==> src/rtl/cordic_pkg.sv <==
// rtl/cordic_pkg.sv - shared float width, in-flight tag type and id-width helper for the Sin arbiter
package cordic_pkg;

   localparam int FLOAT_W  = 32;
   localparam int TAG_ID_W = 4;   // wide enough for the largest supported requester count (16)

   typedef struct packed {
      logic                valid;
      logic [TAG_ID_W-1:0] id;
   } tag_t;

   function automatic int id_width(input int n);
      return (n > 2) ? $clog2(n) : 1;
   endfunction

endpackage

==> src/rtl/cordic_rr_arbiter.sv <==
// rtl/cordic_rr_arbiter.sv - round-robin grant over N_REQ requesters, search starts after last_grant
module cordic_rr_arbiter
   import cordic_pkg::*;
#(
   parameter int  N_REQ = 4,
   localparam int ID_W  = id_width(N_REQ)
) (
   input  logic             clock,
   input  logic             reset,
   input  logic [N_REQ-1:0] req,
   input  logic             accept,
   output logic [N_REQ-1:0] grant,
   output logic [ID_W-1:0]  grant_id
);

   logic [ID_W-1:0] last_grant;
   logic [ID_W-1:0] idx;
   logic            found;

   // Combinational so a requester arriving on an idle cycle is granted in that same cycle.
   always_comb begin
      grant    = '0;
      grant_id = '0;
      found    = 1'b0;
      idx      = '0;
      for (int k = 1; k <= N_REQ; k++) begin
         idx = ID_W'((int'(last_grant) + k) % N_REQ);
         if (!found && req[idx]) begin
            found      = 1'b1;
            grant[idx] = 1'b1;
            grant_id   = idx;
         end
      end
      if (reset) begin
         grant = '0;
      end
   end

   always_ff @(posedge clock) begin
      if (reset) begin
         last_grant <= ID_W'(N_REQ - 1);
      end else if (accept) begin
         last_grant <= grant_id;
      end
   end

endmodule

==> src/rtl/cordic_sin_arbiter.sv <==
// rtl/cordic_sin_arbiter.sv - shares one pipelined Sin unit among N_REQ requesters, tags results back home
// Optional CORDIC_ARB_STATS_EN adds stat_issued / stat_stall counters.
module cordic_sin_arbiter
   import cordic_pkg::*;
#(
   parameter int  N_REQ       = 4,
   parameter int  SIN_LATENCY = 16,
   localparam int ID_W        = id_width(N_REQ)
) (
   input  logic                     clock,
   input  logic                     reset,
   input  logic [N_REQ-1:0]         req_valid,
   output logic [N_REQ-1:0]         req_ready,
   input  logic [FLOAT_W*N_REQ-1:0] req_angle,
   output logic [FLOAT_W-1:0]       sin_in,
   input  logic [FLOAT_W-1:0]       sin_out,
   output logic [N_REQ-1:0]         resp_valid,
   output logic [FLOAT_W-1:0]       resp_data,
   output logic [ID_W-1:0]          resp_id
`ifdef CORDIC_ARB_STATS_EN
   ,
   output logic [31:0]              stat_issued,
   output logic [31:0]              stat_stall
`endif
);

   logic [N_REQ-1:0]   grant;
   logic [ID_W-1:0]    grant_id;
   logic               accept;
   logic [FLOAT_W-1:0] sel_angle;
   tag_t               tag_line [0:SIN_LATENCY];
   tag_t               tail;

   cordic_rr_arbiter #(.N_REQ(N_REQ)) u_arb (
      .clock    (clock),
      .reset    (reset),
      .req      (req_valid),
      .accept   (accept),
      .grant    (grant),
      .grant_id (grant_id)
   );

   assign req_ready = grant;
   assign accept    = |(req_valid & grant);

   always_comb begin
      sel_angle = '0;
      for (int i = 0; i < N_REQ; i++) begin
         if (grant[i]) begin
            sel_angle = req_angle[FLOAT_W*i +: FLOAT_W];
         end
      end
   end

   // Stage 0 keeps the last accepted id when idle, so resp_id holds between results.
   always_ff @(posedge clock) begin
      if (reset) begin
         sin_in <= '0;
         for (int s = 0; s <= SIN_LATENCY; s++) begin
            tag_line[s] <= '0;
         end
      end else begin
         if (accept) begin
            sin_in         <= sel_angle;
            tag_line[0].id <= TAG_ID_W'(grant_id);
         end
         tag_line[0].valid <= accept;
         for (int s = 1; s <= SIN_LATENCY; s++) begin
            tag_line[s] <= tag_line[s-1];
         end
      end
   end

   assign tail      = tag_line[SIN_LATENCY];
   assign resp_id   = tail.id[ID_W-1:0];
   assign resp_data = sin_out;

   always_comb begin
      resp_valid = '0;
      for (int i = 0; i < N_REQ; i++) begin
         if (tail.valid && (tail.id == TAG_ID_W'(i))) begin
            resp_valid[i] = 1'b1;
         end
      end
   end

`ifdef CORDIC_ARB_STATS_EN
   always_ff @(posedge clock) begin
      if (reset) begin
         stat_issued <= '0;
         stat_stall  <= '0;
      end else begin
         if (accept) begin
            stat_issued <= stat_issued + 32'd1;
         end
         if (|(req_valid & ~grant)) begin
            stat_stall <= stat_stall + 32'd1;
         end
      end
   end
`endif

endmodule

==> config.mk <==
export PLATFORM = sky130hd
export DESIGN_NAME = cordic_sin_arbiter
export DESIGN_NICKNAME = d
export VERILOG_FILES = /design/src/rtl/cordic_pkg.sv /design/src/rtl/cordic_rr_arbiter.sv /design/src/rtl/cordic_sin_arbiter.sv
export SDC_FILE = /design/constraint.sdc
export NUM_CORES = 1
export LEC_CHECK = 0
export ABC_AREA = 0
export BUFFER_PORTS_ARGS = -buffer_cell sky130_fd_sc_hd__buf_2
export CAP_MARGIN = 15
export CORE_MARGIN = 10
export CORE_UTILIZATION = 35
export DETAILED_ROUTE_END_ITERATION = 10
export HOLD_SLACK_MARGIN = 0.15
export PLACE_DENSITY = 0.77
export SYNTH_ARGS = -nofsm -noshare
export SYNTH_HDL_FRONTEND = slang
export SYNTH_SLANG_ARGS = --single-unit
==> constraint.sdc <==
create_clock -name clock -period 3.8 [get_ports clock]
set_input_delay 0.76 -clock clock [delete_from_list [all_inputs] [get_ports clock]]
set_output_delay 0.76 -clock clock [all_outputs]
set_load 0.03 [all_outputs]
Yosys cells after proc, flatten, opt, wreduce, memory -nomap -nowiden
Memory sizes are Yosys's and may differ from the RTL's.
Index checks and enable logic that the tools add are counted.
{ "classes": {"n_addsub": 4, "n_mux": 60, "eq_ne": 3, "n_reduce_logical": 16, "n_lt_le_gt_ge": 8, "n_bitwise": 22} }
{ "ops": {"columns": ["op", "count"], "rows": [
  ["$mux W32", 4],
  ["$mux W5", 16],
  ["$mux W4", 6],
  ["$mux W1", 22],
  ["$or A1 B1 Y1", 18],
  ["$lt A2 B3 Y1 const B", 4],
  ["$or A4 B4 Y4", 3],
  ["$logic_and A1 B1 Y1", 11],
  ["$bmux W1 S2", 4],
  ["$demux W1 S2", 4],
  ["$eq A4 B2 Y1 const B", 2],
  ["$ge A2 B1 Y1 const B", 4],
  ["$mux W2", 4],
  ["$add A2 B1 Y2 const B", 2],
  ["$add A2 B2 Y2 const B", 2],
  ["$and A4 B4 Y4", 1],
  ["$eq A4 B1 Y1 const B", 1],
  ["$logic_not A4 Y1", 1],
  ["$reduce_or A4 Y1", 1],
  ["$logic_not A1 Y1", 3]
]} }
{ "word_totals": {"in_bits": 166, "mem_count": 1, "out_inout_bits": 74, "wordCells": 116, "mem_bits_rw": 85, "reg_bits": 34} }
{ "memory_table": {"columns": ["name", "depth", "word_bits", "read_ports", "rd_ports_with_merged_regs", "wr", "line_no", "rtl"], "rows": [
  ["tag_line", 17, 5, 17, 0, 17, "cordic_sin_arbiter.sv:31", "tag_t tag_line [0:SIN_LATENCY];"]
]} }

Longest topological paths before layout
{ "logic_depth": {"depth_word": 20, "ltp_mapped": 16, "mapped_depth_nobuf": 10} }

Hierarchy
A second synthesis with hierarchy kept.
{ "unflattened": {"hier_cells": 477, "area_unflattened_um2": 5377.7} }
{ "modules_own_cells": {"columns": ["mod", "seq_area_each_um2", "instances", "cells_per_inst", "area_each_um2"], "rows": [
  ["cordic_sin_arbiter", 2172.1, 1, 418, 4853.4],
  ["cordic_rr_arbiter", 40.0, 1, 59, 524.3]
]} }

Worst setup path after synthesis
OpenSTA, ideal clock, no wires.
{ "synth_path": {"kind": "register -> output", "startpoint": "reg u_arb.last_grant[0]", "endpoint": "out req_ready[3]", "path_slack_ns": -0.019, "path_stages_with_launch": 12, "n_path_buf": 4, "arrival_time_ns": 3.059, "cell_sequence": "dfxtp_1 buf_6 clkbuf_1 inv_1 ha_1 buf_2 mux4_2 nand2_1 o21ai_1 a221oi_2 clkbuf_1 nor2_1"} }
{ "synth_via": {"elab_chain_cells": 14} }
{ "synth_rtl": {"columns": ["item", "line_no", "rtl"], "rows": [
  ["start: declaration", "cordic_rr_arbiter.sv:16", "logic [ID_W-1:0] last_grant;"],
  ["start signal: assignment", "cordic_rr_arbiter.sv:41", "last_grant <= ID_W'(N_REQ - 1);"],
  ["start signal: assignment", "cordic_rr_arbiter.sv:43", "last_grant <= grant_id;"],
  ["branches (longest 12 deep; another with $lt A2 B3 Y1)", null, null],
  ["$mux W4 *", "cordic_rr_arbiter.sv:28", "if (!found && req[idx]) begin"],
  ["$mux W4 *", "cordic_rr_arbiter.sv:34", "if (reset) begin"],
  ["end: declaration", "cordic_sin_arbiter.sv:13", "output logic [N_REQ-1:0] req_ready,"]
]} }
Every way passes the cells marked *. The select of a mux whose other input is x is not followed.

Worst setup path after layout
{ "layout_path": {"startpoint": "reg u_arb.last_grant[0]", "endpoint": "out req_ready[2]"} }
Same word-level chain as after synthesis.

==> metrics.cfg <==
[sta]
unrepaired_setup_endpoints_after_global_routing = no
postLayoutSetupSlackWorst_ns = 0.229
relSlewSlack_pct = 52.3
timing_max_transition_violations_final = 0
worst_slew_pin_slew_ns = 0.714
setup_viol = 0
hold_viol_final = 0
final.period_utilization_pct = 94.0
fmax_mhz = 280
final.setup_skew_ns = 0.0107
timing.final.crit_period_ns = 3.57

[power]
p_switching_w = 0.00192
leakagePower_nw = 2.64
combPwrFrac_pct = 51.2
pwr-share-clk_pct = 19.2
power_report.internal_total_w = 0.00253
power_frac_seq_pct = 29.6
max_rail_drop_vdd_mv = 0.448
switching_share_pct = 43.1
cell_pwr_density_nw_per_um2 = 728

[route]
finalWirelength_mm = 13.9
number_of_optimization_iterations_in_the_first_detailed_route_pass = 5
antenna_violating_nets_post_route = 0
detail_route.drc_violations = 0
routed-via-count = 4178
drtIter0Drc = 311
wl_per_cell_um = 16.8
drt-vias-per-instance = 5.05

[setup_path]
start_kind = flip-flop
cp_data_arrival_time_ns = 2.81
worstReg2RegStart = u_arb.last_grant[0]
crit_path_end_kind = output pin
worstPathMaxFanout = 11
setup.worst_path.start = u_arb.last_grant[0]
critPathRequiredTime_ns = 3.04
critPathKind = reg -> out

[placement]
dp_slack_ns = -0.122
placement.io_buffers = 175
dpl.hpwl_mm = 10.3
gp_routability_congestion = 0.894

[cts]
holdBufCountCts = 0
cts_htree_levels = 3
clock_tree.root_cell = sky130_fd_sc_hd__clkbuf_16
clock_latency_ns = 0.34
clock_tree.buffer_depth = 2
tritoncts = built
cts_inserted_buffers = 9
cts.clk_slew.worst_paths_ns = 0.07
numClockSinks = 85

[min_path]
worst_hold_startpoint = tag_line[0][56]
holdCritPathClass = reg -> reg

[layout]
num-nets-final = 821
fin_util_pct = 45.7
layout.filler_cells = 1319
flip_flop_and_latch_area_um2 = 2210
area.growth.synth_to_final_pct = 27.4
multi_input_comb_area_um2 = 2290
post_route_cells_drive_above_1_share_pct = 34.7
diodes = 0

[die]
die_height_um = 137
initial_core_util_pct = 35.9
dieArea_um2 = 18800
design.core.area_um2 = 13300
rows = 42
design.portCount = 240
width_of_the_chip_um = 137

[yosys]
postSynthCellCount = 465
post_synth_num_cell_types = 40
yosysWarningCount = 0
synthesis.area_per_instance_um2 = 10.3
yosys_register_bits = 85
synth_sequential_area_ratio_pct = 46.1
synth.cell_area_um2 = 4790

[global_route]
antenna_found_initial = 1
vias_in_the_first_global_route = 4173
grtUsageTotal_pct = 13.7
grt_pass1_wl_mm = 20.9
globalRouteOverflowTotal = 0
grt_start_max_net_pins = 62

[job]
cap_violations = 0

[run_status]
outcome = complete, no violations

[worst paths after layout]
check                                       end  slack, ns  cells after the start
worst max-delay path               req_ready[2]       0.23                     10
worst min-delay path            tag_line[0][61]       0.53                      1
worst max register to register       sin_in[10]       0.45                     13
worst min register to register  tag_line[0][61]       0.53                      1
[cell type report]
cell class	count	share of cell area, %
clock buffer	10	3.75
clock inverter	6	1.02
inverter	5	0.307
multi-input combinational	346	37.5
sequential	85	36.2
tap	176	3.61
timing repair buffer	200	17.6
[state kept, by name (all words and copies together), names as in the netlist]
signal,count
tag_line,51
sin_in,32
u_arb.last_grant,2
[cells in the final DEF, fill, tap and decap left out, types with 3 or more instances in the layout]
cell type	instances
sky130_fd_sc_hd__a22oi_1	33
sky130_fd_sc_hd__nor2b_1	49
sky130_fd_sc_hd__and2_1	33
sky130_fd_sc_hd__a221oi_1	32
sky130_fd_sc_hd__o21ai_0	3
sky130_fd_sc_hd__nand2_1	13
sky130_fd_sc_hd__dfxtp_1	34
sky130_fd_sc_hd__mux2i_1	6
sky130_fd_sc_hd__nor3b_1	3
sky130_fd_sc_hd__inv_1	5
sky130_fd_sc_hd__edfxtp_1	51
sky130_fd_sc_hd__clkbuf_16	9
sky130_fd_sc_hd__nor2_1	48
sky130_fd_sc_hd__mux4_2	4
sky130_fd_sc_hd__nand2b_1	5
sky130_fd_sc_hd__o32ai_1	32
sky130_fd_sc_hd__conb_1	49
sky130_fd_sc_hd__inv_6	4
sky130_fd_sc_hd__buf_2	175
sky130_fd_sc_hd__a21oi_1	3
sky130_fd_sc_hd__ha_1	8
sky130_fd_sc_hd__buf_4	24
[per-stage QoR]
step / total power, W / instances / hold WS [ns] / area (um^2) / setup TNS, ns
floorplan: 0.00302 / 513 / 0.509 / 4970 / 0
global placement: 0.00354 / 808 / 0.512 / 5780 / 0
detailed placement: 0.00355 / 808 / 0.522 / 5780 / -0.122
CTS: 0.00443 / 824 / 0.538 / 6080 / 0
global route: 0.00473 / 828 / 0.555 / 6110 / 0
finish: 0.00445 / 828 / 0.533 / 6110 / 0
[routing by layer]
metal | global-route usage (%) | wire length [um]
met2 | 22.6 | 6880
met5 | 0 | 7
met3 | 5.35 | 1080
met4 | 4.10 | 223
met1 | 16.2 | 5680
[cells by family after synthesis]
| group | Yosys count | synth area share [%] |
|---|---|---|
| AOI/OAI and AO/OA | 119 | 20.2 |
| adders and majority gates | 8 | 2.09 |
| other | 1 | 0.0782 |
| DFF | 85 | 46.1 |
| buffers and inverters | 83 | 10.5 |
| muxes | 12 | 3.60 |
| and+or+nand+nor | 157 | 17.4 |
[cell usage after synthesis, drive strengths merged]
cell	instances	share of area, %
a22oi	33	5.2
mux2i	6	1.3
dfxtp	34	14
inv	5	0.39
and2	34	4.4
a221o	1	0.21
clkbuf	20	1.6
mux4	4	1.9
o31ai	1	0.16
nor2	49	3.8
nand2b	5	0.65
o21ai	4	0.42
or2	1	0.13
o211ai	1	0.16
buf	58	8.5
o22a	1	0.18
mux2	2	0.47
a21oi	4	0.42
edfxtp	51	32
a22o	1	0.18
conb	1	0.078
ha	8	2.1
and3	2	0.26
nor2b	49	6.4
nand3b	1	0.16
a32oi	2	0.37
a221oi	33	6.2
a211o	1	0.18
nand2	13	1.0
a211oi	2	0.31
a2bb2oi	1	0.18
o32ai	32	5.8
o22ai	2	0.26
nor3b	3	0.47
[power groups by stage]
stage          Sequential, W  Combinational [W]  Clock, W
3_5_place_dp         0.00133            0.00222         0
2_1_floorplan        0.00167            0.00135         0
5_1_grt              0.00135            0.00246  0.000926
3_3_place_gp         0.00133            0.00221         0
4_1_cts              0.00132            0.00223  0.000877
6_report             0.00132            0.00228  0.000853
[critical path, stage by stage, from the launching register on]
cell and delay (ns):
sky130_fd_sc_hd__dfxtp_1 0.33, sky130_fd_sc_hd__inv_1 0.05, sky130_fd_sc_hd__ha_1 0.33, sky130_fd_sc_hd__buf_4 0.18, sky130_fd_sc_hd__mux4_2 0.32, sky130_fd_sc_hd__buf_4 0.20
sky130_fd_sc_hd__or2_1 0.22, sky130_fd_sc_hd__a221o_1 0.29, sky130_fd_sc_hd__nand2_1 0.23, sky130_fd_sc_hd__nor2_4 0.12, sky130_fd_sc_hd__buf_2 0.20
[repair_timing]
action                     CTS  global route
setup endpoints to repair    1             1
setup buffers                0             3
pin swaps                    0             1
gates resized for setup      1             0
cloned                       0             1
Note: power is estimated with default switching activity, not from simulation.
